--- config.mk ---
export PLATFORM = sky130hd
export DESIGN_NAME = shared_port_arbiter_flat
export DESIGN_NICKNAME = d
export VERILOG_FILES = /design/src/rtl/dr_arb_pkg.sv /design/src/rtl/shared_port_arbiter_if.sv /design/src/rtl/rr_pick4.sv /design/src/rtl/shared_port_arbiter.sv /design/src/flat_wrapper.sv
export SDC_FILE = /design/constraint.sdc
export NUM_CORES = 1
export LEC_CHECK = 0
export BUFFER_PORTS_ARGS = -buffer_cell sky130_fd_sc_hd__buf_2
export CORE_MARGIN = 10
export CORE_UTILIZATION = 48
export DETAILED_ROUTE_END_ITERATION = 6
export MAX_ROUTING_LAYER = met4
export PLACE_DENSITY = 0.8
export SLEW_MARGIN = 20
export SYNTH_ARGS = -nofsm -noshare
export SYNTH_HDL_FRONTEND = slang
export SYNTH_SLANG_ARGS = --single-unit
--- constraint.sdc ---
create_clock -name clk -period 3.13 [get_ports clk]
set_input_delay 0 -clock clk [delete_from_list [all_inputs] [get_ports clk]]
set_output_delay 0 -clock clk [all_outputs]
set_load 0.05 [all_outputs]
--- src/rtl/dr_arb_pkg.sv ---
// ============================================================================
//  dr_arb_pkg
//  Shared types and constants for the shared-port round-robin arbiter.
//  Revision: 1.0
// ============================================================================
`default_nettype none

package dr_arb_pkg;

  localparam int NUM_REQ = 4;
  localparam int SEL_W   = 2;

  typedef enum logic [1:0] {
    IDLE      = 2'd0,
    ISSUE     = 2'd1,
    WAIT_RESP = 2'd2
  } arb_state_t;

  function automatic logic [NUM_REQ-1:0] onehot(input logic [SEL_W-1:0] idx);
    logic [NUM_REQ-1:0] v;
    v      = '0;
    v[idx] = 1'b1;
    return v;
  endfunction

endpackage

`default_nettype wire

--- src/rtl/shared_port_arbiter_if.sv ---
// ============================================================================
//  shared_port_arbiter_if
//  Requester, resource and status signals of the shared compute/memory port.
//  Revision: 1.0
// ============================================================================
`default_nettype none

interface shared_port_arbiter_if #(
  parameter int WORD_SIZE = 16
);
  import dr_arb_pkg::*;

  logic [NUM_REQ-1:0]           req;
  logic [NUM_REQ*WORD_SIZE-1:0] req_data;
  logic [NUM_REQ-1:0]           gnt;
  logic [NUM_REQ-1:0]           rsp_valid;
  logic [WORD_SIZE-1:0]         rsp_data;
  logic                         rsp_err;
  logic                         res_valid;
  logic                         res_ready;
  logic [WORD_SIZE-1:0]         res_data;
  logic                         res_rsp_valid;
  logic [WORD_SIZE-1:0]         res_rsp_data;
  logic [SEL_W-1:0]             sel;
  logic                         busy;
  logic                         err_spurious;

  modport master (
    input  req, req_data, res_ready, res_rsp_valid, res_rsp_data,
    output gnt, rsp_valid, rsp_data, rsp_err, res_valid, res_data,
           sel, busy, err_spurious
  );

  modport slave (
    output req, req_data, res_ready, res_rsp_valid, res_rsp_data,
    input  gnt, rsp_valid, rsp_data, rsp_err, res_valid, res_data,
           sel, busy, err_spurious
  );

endinterface

`default_nettype wire

--- src/rtl/rr_pick4.sv ---
// ============================================================================
//  rr_pick4
//  Combinational 4-way round-robin pick starting the search at ptr.
//  Revision: 1.0
// ============================================================================
`default_nettype none

module rr_pick4 (
  input  wire logic [3:0] req_i,
  input  wire logic [1:0] ptr_i,
  output logic      [1:0] winner_o,
  output logic            any_o
);

  logic [7:0] dbl;
  logic [3:0] rot;
  logic [1:0] off;

  // Rotate so bit 0 is the requester at ptr; the first set bit is the offset.
  assign dbl = {req_i, req_i} >> ptr_i;
  assign rot = dbl[3:0];

  always_comb begin
    off = 2'd0;
    if      (rot[0]) off = 2'd0;
    else if (rot[1]) off = 2'd1;
    else if (rot[2]) off = 2'd2;
    else if (rot[3]) off = 2'd3;
  end

  assign winner_o = ptr_i + off;
  assign any_o    = |req_i;

endmodule

`default_nettype wire

--- src/rtl/shared_port_arbiter.sv ---
// ============================================================================
//  shared_port_arbiter
//  Round-robin sequencer sharing one port among 4 requesters, one transaction
//  outstanding, with response routing and optional timeout.
//  Revision: 1.0
// ============================================================================
`default_nettype none

module shared_port_arbiter
  import dr_arb_pkg::*;
#(
  parameter int WORD_SIZE = 16,
  parameter int TIMEOUT   = 255
) (
  input wire logic              clk,
  input wire logic              reset_n,
  shared_port_arbiter_if.master bus
);

  localparam int              CNT_W    = (TIMEOUT > 1) ? $clog2(TIMEOUT) : 1;
  localparam logic [CNT_W-1:0] CNT_LAST = CNT_W'(TIMEOUT - 1);
  localparam bit              TO_EN    = (TIMEOUT != 0);

  arb_state_t           state_q, state_d;
  logic [SEL_W-1:0]     ptr_q, ptr_d;
  logic [SEL_W-1:0]     owner_q, owner_d;
  logic [WORD_SIZE-1:0] data_q, data_d;
  logic [CNT_W-1:0]     cnt_q, cnt_d;
  logic [NUM_REQ-1:0]   gnt_q, gnt_d;
  logic [NUM_REQ-1:0]   rsp_valid_q, rsp_valid_d;
  logic [WORD_SIZE-1:0] rsp_data_q, rsp_data_d;
  logic                 rsp_err_q, rsp_err_d;
  logic                 err_spur_q, err_spur_d;

  logic [SEL_W-1:0]     winner;
  logic                 any;

  rr_pick4 u_pick (
    .req_i    (bus.req),
    .ptr_i    (ptr_q),
    .winner_o (winner),
    .any_o    (any)
  );

  always_ff @(posedge clk or negedge reset_n) begin
    if (!reset_n) begin
      state_q     <= IDLE;
      ptr_q       <= '0;
      owner_q     <= '0;
      data_q      <= '0;
      cnt_q       <= '0;
      gnt_q       <= '0;
      rsp_valid_q <= '0;
      rsp_data_q  <= '0;
      rsp_err_q   <= 1'b0;
      err_spur_q  <= 1'b0;
    end else begin
      state_q     <= state_d;
      ptr_q       <= ptr_d;
      owner_q     <= owner_d;
      data_q      <= data_d;
      cnt_q       <= cnt_d;
      gnt_q       <= gnt_d;
      rsp_valid_q <= rsp_valid_d;
      rsp_data_q  <= rsp_data_d;
      rsp_err_q   <= rsp_err_d;
      err_spur_q  <= err_spur_d;
    end
  end

  always_comb begin
    state_d     = state_q;
    ptr_d       = ptr_q;
    owner_d     = owner_q;
    data_d      = data_q;
    cnt_d       = cnt_q;
    gnt_d       = '0;
    rsp_valid_d = '0;
    rsp_data_d  = rsp_data_q;
    rsp_err_d   = rsp_err_q;
    // A response strobe is only meaningful while a transaction is outstanding.
    err_spur_d  = err_spur_q | (bus.res_rsp_valid && (state_q != WAIT_RESP));

    unique case (state_q)
      IDLE: begin
        if (any) begin
          owner_d = winner;
          data_d  = bus.req_data[winner*WORD_SIZE +: WORD_SIZE];
          gnt_d   = onehot(winner);
          state_d = ISSUE;
        end
      end
      ISSUE: begin
        if (bus.res_ready) begin
          cnt_d   = '0;
          state_d = WAIT_RESP;
        end
      end
      WAIT_RESP: begin
        cnt_d = cnt_q + 1'b1;
        // A response on the timeout cycle takes priority over the timeout.
        if (bus.res_rsp_valid) begin
          rsp_data_d  = bus.res_rsp_data;
          rsp_err_d   = 1'b0;
          rsp_valid_d = onehot(owner_q);
          ptr_d       = owner_q + 1'b1;
          state_d     = IDLE;
        end else if (TO_EN && (cnt_q == CNT_LAST)) begin
          rsp_data_d  = '0;
          rsp_err_d   = 1'b1;
          rsp_valid_d = onehot(owner_q);
          ptr_d       = owner_q + 1'b1;
          state_d     = IDLE;
        end
      end
      default: state_d = IDLE;
    endcase
  end

  assign bus.gnt          = gnt_q;
  assign bus.rsp_valid    = rsp_valid_q;
  assign bus.rsp_data     = rsp_data_q;
  assign bus.rsp_err      = rsp_err_q;
  assign bus.res_valid    = (state_q == ISSUE);
  assign bus.res_data     = data_q;
  assign bus.sel          = owner_q;
  assign bus.busy         = (state_q != IDLE);
  assign bus.err_spurious = err_spur_q;

endmodule

`default_nettype wire

--- src/flat_wrapper.sv ---
// flat-port wrapper written by rule: the top's interface ports become plain ports
module shared_port_arbiter_flat import dr_arb_pkg::*;
#(
  parameter int WORD_SIZE = 16,
  parameter int TIMEOUT   = 255
)
  (clk, reset_n, bus_req, bus_req_data, bus_res_ready, bus_res_rsp_valid, bus_res_rsp_data, bus_gnt, bus_rsp_valid, bus_rsp_data, bus_rsp_err, bus_res_valid, bus_res_data, bus_sel, bus_busy, bus_err_spurious);
  shared_port_arbiter_if #(.WORD_SIZE(WORD_SIZE)) bus_i ();
  input wire logic clk;
  input wire logic reset_n;
  input wire logic [$bits(bus_i.req)-1:0] bus_req;
  input wire logic [$bits(bus_i.req_data)-1:0] bus_req_data;
  input wire logic [$bits(bus_i.res_ready)-1:0] bus_res_ready;
  input wire logic [$bits(bus_i.res_rsp_valid)-1:0] bus_res_rsp_valid;
  input wire logic [$bits(bus_i.res_rsp_data)-1:0] bus_res_rsp_data;
  output wire logic [$bits(bus_i.gnt)-1:0] bus_gnt;
  output wire logic [$bits(bus_i.rsp_valid)-1:0] bus_rsp_valid;
  output wire logic [$bits(bus_i.rsp_data)-1:0] bus_rsp_data;
  output wire logic [$bits(bus_i.rsp_err)-1:0] bus_rsp_err;
  output wire logic [$bits(bus_i.res_valid)-1:0] bus_res_valid;
  output wire logic [$bits(bus_i.res_data)-1:0] bus_res_data;
  output wire logic [$bits(bus_i.sel)-1:0] bus_sel;
  output wire logic [$bits(bus_i.busy)-1:0] bus_busy;
  output wire logic [$bits(bus_i.err_spurious)-1:0] bus_err_spurious;
  assign bus_i.req = bus_req;
  assign bus_i.req_data = bus_req_data;
  assign bus_i.res_ready = bus_res_ready;
  assign bus_i.res_rsp_valid = bus_res_rsp_valid;
  assign bus_i.res_rsp_data = bus_res_rsp_data;
  assign bus_gnt = bus_i.gnt;
  assign bus_rsp_valid = bus_i.rsp_valid;
  assign bus_rsp_data = bus_i.rsp_data;
  assign bus_rsp_err = bus_i.rsp_err;
  assign bus_res_valid = bus_i.res_valid;
  assign bus_res_data = bus_i.res_data;
  assign bus_sel = bus_i.sel;
  assign bus_busy = bus_i.busy;
  assign bus_err_spurious = bus_i.err_spurious;
  shared_port_arbiter #(.WORD_SIZE(WORD_SIZE), .TIMEOUT(TIMEOUT)) u_core (.clk(clk), .reset_n(reset_n), .bus(bus_i));
endmodule
==> results.py, run 1 <==
metrics = {
    "grt": {
        "grt_pass1_wl_mm": 13.6,
        "grt-ovfl-total": 0,
        "track_usage_pct": 16.6,
        "grt_pass1_vias": 2920,
        "grt_max_degree": 43,
        "grt_antenna_before_repair": 0,
    },
    "critical_path": {
        "cp-end-kind": "register",
        "cp_data_arrival_time_ns": 2.92,
        "startpoint_type": "register",
        "cp-endpoint": "u_core.bus.res_data[10]$_DFFE_PN0P_",
        "path_cells": "nand2b_1, o221ai_1, o21a_1, ha_2, xor2_1, nand4_2, a221oi_1, o31ai_2",
        "rr_endpoint": "u_core.bus.res_data[10]$_DFFE_PN0P_",
        "setup.worst_path.class": "reg -> reg",
        "crit_fanout": 17,
        "reg2reg_depth": 8,
        "max_stage_delay_ns": 0.53,
        "cp_slowest_cell": "dfrtp_1",
        "rrSetupSlack_ns": 0.40,
        "r2r_start": "u_core.ptr_q[1]$_DFFE_PN0P_",
        "crit_start": "u_core.ptr_q[1]$_DFFE_PN0P_",
        "crit_required_ns": 3.32,
    },
    "yosys": {
        "synth_mux_area_share_pct": 0.973,
        "synth-edff-count": 0,
        "synth_xor_area_share_pct": 1.09,
        "synth-async-reset-ratio_pct": 100,
        "ys.flop_type": "dfrtp_1",
        "syn_area_per_cell_um2": 10.9,
        "yosysSeqAreaShare_pct": 43.6,
        "ys_ff_latch": 56,
        "synth_cell_types": 52,
        "synthSimpleGateAreaFrac_pct": 17.2,
        "synth_fp_nets": 391,
        "synth_compound_area_share_pct": 26.9,
        "yosys_warnings": 0,
        "synthAdderAreaFrac_pct": 3.11,
        "synth_top_family_by_area": "compound AO/OA/AOI/OAI gates",
        "synth_area_um2": 3220,
        "synth_cells": 295,
    },
    "sta": {
        "finalCritPeriodShare_pct": 87.3,
        "clock_skew_ns": 0.00658,
        "rsz0062_at_grt": "no",
        "worstMarginPinSlew_ns": 0.912,
        "slew_headroom_pct": 39.2,
        "clock.fmax_ghz": 0.366,
        "fin_crit_ns": 2.73,
        "fin_tns_setup_ns": 0,
        "hold_violations": 0,
        "setup_violations": 0,
        "timing.final.max_slew_violations": 0,
    },
    "power": {
        "leakage_nw": 2.00,
        "peakVddDrop_v": 0.000605,
        "powerDensity_nw_per_um2": 1140,
        "power.total_mw": 4.71,
    },
    "finish": {
        "mostFrequentLayoutCells": "133 x buf_2, 56 x dfrtp_1, 31 x nand2_1, 29 x nor2b_1, 19 x dlygate4sd3_1",
        "n_fill_cell": 518,
        "utilization_pct": 64.5,
        "area_delta_synth_final_pct": 28.8,
        "layout.cells.most_common": "buf_2",
        "final_nets": 535,
        "final_layout_size_suffix_gt1_share_pct": 41.4,
        "diodes": 0,
    },
    "cts": {
        "path_clk_slew_ns": 0.10,
        "cts_sinks": 56,
        "cts-root-buf": "clkbuf_8",
        "cts_setup_buffers": 0,
        "cts_made_buffers": 5,
        "cts_resized": 0,
        "h-tree-depth": 2,
        "cts_buffer_depth": 2,
        "insertion_delay_ns": 0.31,
        "cts_tree": "yes",
    },
    "detailed_routing": {
        "antenna_left": 0,
        "wl_mm": 8.55,
        "via_per_inst": 5.40,
        "wl_per_cell_um": 16.5,
        "post-route-drc-count": 0,
        "via_count": 2793,
        "drt_iter0_markers": 153,
        "drtPass1Iterations": 4,
    },
    "die": {
        "fp.coreArea_um2": 6420,
        "die_w_um": 102,
        "start_util_pct": 50.1,
        "num_rows": 29,
        "num_io_pins": 134,
        "die_y_um": 102,
        "dieArea_um2": 10400,
    },
    "placement": {
        "numPortBuffers": 133,
        "dpl.hpwl_mm": 6.42,
        "gp_congestion": 0.839,
    },
    "outcome": {
        "status": "finished, final reports clean",
    },
    "run": {
        "cap_violations": 0,
    },
    "worst_hold_path": {
        "holdPathStages": 3,
        "hold_path_class": "in -> reg",
    },
}
## report_power, final
part | leakage, nW | internal [mW] | switching, mW
sequential | 0.715 | 0.999 | 0.177
clock | 0.0424 | 0.161 | 0.228
combinational | 1.24 | 1.04 | 2.10
## metal layers
layer	up-vias	GRT usage [%]	wire length [um]
li1	1386	-	-
met1	1285	19.5	3880
met2	118	27.5	3970
met3	4	4.93	630
met4	0	4.01	66
met5	-	-	0
## worst min path at each step
| stage | startpoint | endpoint | slack [ns] |
|---|---|---|---|
| floorplan | reset_n | u_core.bus.err_spurious$_DFF_PN0_ | -0.30 |
| global placement | reset_n | u_core.cnt_q[3]$_DFFE_PN0P_ | 0.18 |
| detailed placement | reset_n | u_core.bus.rsp_data[15]$_DFFE_PN0P_ | 0.19 |
| CTS | bus_req_data[27] | u_core.bus.res_data[11]$_DFFE_PN0P_ | 0.02 |
| global route | bus_req_data[19] | u_core.bus.res_data[3]$_DFFE_PN0P_ | 0.02 |
| finish | bus_req_data[24] | u_core.bus.res_data[8]$_DFFE_PN0P_ | 0.03 |
## per-stage QoR
step	std cells	worst slack [ns]	cell area [um^2]	hold WS [ns]
3_3_place_gp	489	0.363	3860	0.179
5_1_grt	517	0.175	4140	0.0223
3_5_place_dp	489	0.209	3860	0.188
2_1_floorplan	295	0.822	3220	-0.296
4_1_cts	516	0.210	4130	0.0197
6_report	517	0.397	4140	0.0269
## logic make-up (layout without fill, tap and decap cells)
group / after synthesis / count (layout)
buffers and inverters: 33 / 178
AO/OA/AOI/OAI: 94 / 94
multiplexers: 3 / 3
XOR/XNOR: 4 / 4
adder cells (fa/ha/maj): 8 / 8
AND/OR/NAND/NOR: 97 / 97
flip-flops: 56 / 56
## registers in the layout, summed over array words and instances, names as in the netlist
signal and flops:
u_core.bus.res_data 16, u_core.bus.rsp_data 16, u_core.cnt_q 8, u_core.bus.gnt 4, u_core.bus.rsp_valid 4, u_core.bus.sel 2
u_core.ptr_q 2, u_core.state_q 2, u_core.bus.err_spurious 1, u_core.bus.rsp_err 1
## worst max-delay path: cells and delay by family (launching register included)
| kind | cells | cell delay [ns] |
|---|---|---|
| xor gates and xnor gates | 1 | 0.29 |
| DFF | 1 | 0.53 |
| and+or+nand+nor | 2 | 0.62 |
| adders and majority gates | 1 | 0.19 |
| AOI/OAI and AO/OA | 4 | 0.97 |
## cell usage after synthesis, drive strengths merged (4+ instances only)
library cell / n / area [um^2]
o21ai: 10 / 50.1
and2b: 7 / 60.1
nor2: 10 / 37.5
ha: 8 / 100
dfrtp: 56 / 1400
a2111oi: 16 / 196
inv: 11 / 41.3
nor3: 4 / 30.0
a21oi: 4 / 20.0
nand2: 31 / 116
a22o: 16 / 140
o31ai: 19 / 201
clkbuf: 12 / 95.1
buf: 10 / 93.8
nor2b: 29 / 181
a221oi: 16 / 140
## final cells by class
class | count | area [um^2] | share of cell area (%)
multi-input combinational | 206 | 1590 | 38.5
sequential | 56 | 1400 | 33.8
timing repair buffer | 159 | 925 | 22.3
tap | 77 | 96.3 | 2.33
clock buffer | 7 | 76.3 | 1.84
inverter | 11 | 41.3 | 0.997
clock inverter | 1 | 8.76 | 0.211
## repair_timing
action	CTS	global route
setup endpoints to repair	0	0
hold endpoints to repair	62	0
hold buffers	19	0
No activity file was read; power rests on OpenSTA's default activity.
==> run 2, diff against run 1 <==
--- a/config.mk
+++ b/config.mk
@@ -6,11 +6,11 @@
 export NUM_CORES = 1
 export LEC_CHECK = 0
 export BUFFER_PORTS_ARGS = -buffer_cell sky130_fd_sc_hd__buf_2
-export CORE_MARGIN = 10
-export CORE_UTILIZATION = 48
+export CORE_UTILIZATION = 44
 export DETAILED_ROUTE_END_ITERATION = 6
+export HOLD_SLACK_MARGIN = 0.15
 export MAX_ROUTING_LAYER = met4
-export PLACE_DENSITY = 0.8
+export PLACE_DENSITY = 0.77
 export SLEW_MARGIN = 20
 export SYNTH_ARGS = -nofsm -noshare
 export SYNTH_HDL_FRONTEND = slang
==> constraint.sdc (replaced) <==
create_clock -name clk -period 2.4 [get_ports clk]
set_input_delay 0 -clock clk [delete_from_list [all_inputs] [get_ports clk]]
set_output_delay 0 -clock clk [all_outputs]
set_load 0.05 [all_outputs]
==> results.py, run 2 (same netlist as run 1, synthesis figures left out) <==
metrics = {
    "power": {
        "peakVddDrop_v": 0.00131,
        "combinationalPowerShare_pct": 70.1,
        "powerDensity_nw_per_um2": 1420,
        "p_sw_share_pct": 51.7,
        "clkPwrFrac_pct": 7.4,
        "leakage_nw": 2.25,
        "p_int_mw": 3.30,
        "netSwitchingPower_mw": 3.53,
        "p_seq_share_pct": 22.4,
    },
    "finish": {
        "n_fill_cell": 491,
        "mostFrequentLayoutCells": "133 x buf_2, 58 x dlygate4sd3_1, 55 x dfrtp_1, 31 x nand2_1, 29 x nor2b_1",
        "diodes": 0,
        "utilization_pct": 69.2,
        "multi_input_area_um2": 1720,
        "final_nets": 588,
        "seq_area_um2": 1400,
        "final_layout_size_suffix_gt1_share_pct": 42.4,
        "layout.cells.most_common": "buf_2",
        "layoutNonFillerInstCount": 589,
        "area_delta_synth_final_pct": 49.5,
    },
    "die": {
        "num_io_pins": 134,
        "start_util_pct": 46.3,
        "die_w_um": 87.5,
        "die_y_um": 87.5,
        "dieArea_um2": 7650,
        "num_rows": 30,
        "fp.coreArea_um2": 6940,
    },
    "detailed_routing": {
        "wl_mm": 8.96,
        "wl_per_cell_um": 15.2,
        "post-route-drc-count": 0,
        "via_per_inst": 5.32,
        "drt_iter0_markers": 115,
        "via_count": 3133,
        "antenna_left": 0,
        "drtPass1Iterations": 5,
    },
    "grt": {
        "grt_pass1_vias": 3085,
        "grt_max_degree": 41,
        "grt_antenna_before_repair": 0,
        "grt-ovfl-total": 0,
        "grt_pass1_wl_mm": 13.9,
        "track_usage_pct": 23.8,
    },
    "sta": {
        "slew_headroom_pct": 40.1,
        "fin_tns_setup_ns": 0,
        "fin_hold_ws_ns": 0.164,
        "setup_violations": 0,
        "hold_violations": 0,
        "finalCritPeriodShare_pct": 98.2,
        "worstMarginPinSlew_ns": 0.898,
        "rsz0062_at_grt": "yes",
        "timing.final.max_slew_violations": 0,
        "finalWorstSetupSlack_ns": 0.0429,
        "clock.fmax_ghz": 0.424,
        "fin_crit_ns": 2.36,
        "clock_skew_ns": 0.0114,
    },
    "placement": {
        "dpl.hpwl_mm": 5.51,
        "gp_congestion": 0.835,
        "numPortBuffers": 133,
        "place_inst": 522,
        "dp_slack_ns": -0.289,
    },
    "critical_path": {
        "max_stage_delay_ns": 0.44,
        "crit_family": "compound AO/OA/AOI/OAI gates",
        "crit_fanout": 12,
        "setup.worst_path.class": "reg -> reg",
        "crit_cells": 10,
        "startpoint_type": "register",
        "crit_required_ns": 2.58,
        "cp_slowest_cell": "dfrtp_2",
        "reg2reg_depth": 10,
        "cp-end-kind": "register",
        "cp_data_arrival_time_ns": 2.54,
        "path_cells": "nand2_1, a2bb2oi_1, o221ai_1, o21a_1, ha_4, xor2_4, nand4_2, buf_4, a221oi_1, o31ai_2",
        "path_buf_inv": 1,
    },
    "outcome": {
        "status": "finished, final reports clean",
    },
    "cts": {
        "insertion_delay_ns": 0.30,
        "cts-root-buf": "clkbuf_8",
        "cts_made_buffers": 5,
        "cts_tree": "yes",
        "h-tree-depth": 2,
        "cts_sinks": 56,
        "cts_buffer_depth": 2,
        "path_clk_slew_ns": 0.10,
    },
    "run": {
        "cap_violations": 0,
    },
    "worst_hold_path": {
        "hold_path_class": "in -> reg",
        "holdPathStages": 4,
    },
}
[run 2: cell count changes in the layout (fill, tap and decap cells not counted), moves of 2 or more]
| cell | previous run | this run |
|---|---|---|
| buf_4 | 5 | 18 |
| a2111oi_1 | 0 | 4 |
| a221oi_2 | 0 | 7 |
| a2111oi_0 | 7 | 0 |
| dlygate4sd3_1 | 19 | 58 |
| a2111oi_2 | 9 | 12 |
| buf_12 | 1 | 3 |
| a221oi_1 | 16 | 9 |
[run 2: worst min-delay path: cells and delay by family]
kind                   cells  cell delay, ns
AOI/OAI and AO/OA          2            0.23
buffers and inverters      1            0.08
and+or+nand+nor            1            0.11
[run 2: layout make-up]
class | instances | share of cell area, %
clock inverter | 1 | 0.182
tap | 96 | 2.50
timing repair buffer | 212 | 30.0
inverter | 11 | 0.859
sequential | 56 | 29.2
multi-input combinational | 206 | 35.7
clock buffer | 7 | 1.59
[run 2: through the flow]
stage | power [mW] | area (um^2)
3_3_place_gp | 5.81 | 4000
3_5_place_dp | 5.87 | 4000
4_1_cts | 6.50 | 4690
5_1_grt | 7.26 | 4810
2_1_floorplan | 4.96 | 3220
6_report | 6.83 | 4810
[run 2: routing by layer]
layer | routed length, um | part of all wire, % | GRT usage (%)
met1 | 3840 | 43 | 29.2
met2 | 4410 | 49 | 40.8
met3 | 598 | 6.7 | 3.79
met4 | 112 | 1.2 | 6.26
met5 | 0 | 0 | -
[run 2: power by group through the flow]
stage | combinational, mW | sequential, mW | clock, mW
floorplan | 2.39 | 2.56 | 0
global placement | 4.29 | 1.52 | 0
detailed placement | 4.33 | 1.54 | 0
CTS | 4.45 | 1.52 | 0.520
global route | 5.13 | 1.58 | 0.553
finish | 4.79 | 1.53 | 0.507
[run 2: worst paths after layout]
kind	endpoint	startpoint	slack [ns]
worst max-delay path	u_core.bus.res_data[3]$_DFFE_PN0P_	u_core.ptr_q[1]$_DFFE_PN0P_	0.04
min in group asynchronous	u_core.cnt_q[4]$_DFFE_PN0P_	reset_n	0.34
worst min-delay path	u_core.bus.res_data[2]$_DFFE_PN0P_	bus_req_data[2]	0.16
worst max register to register	u_core.bus.res_data[3]$_DFFE_PN0P_	u_core.ptr_q[1]$_DFFE_PN0P_	0.04
max in group asynchronous	u_core.bus.res_data[14]$_DFFE_PN0P_	reset_n	1.34
worst min register to register	u_core.cnt_q[6]$_DFFE_PN0P_	u_core.cnt_q[6]$_DFFE_PN0P_	0.49
[run 2: repair_timing]
item	in CTS	in global routing
resized for setup	3	21
endpoints found under the hold margin	75	0
setup buffers	0	1
setup endpoints to repair	19	19
hold buffers	58	0
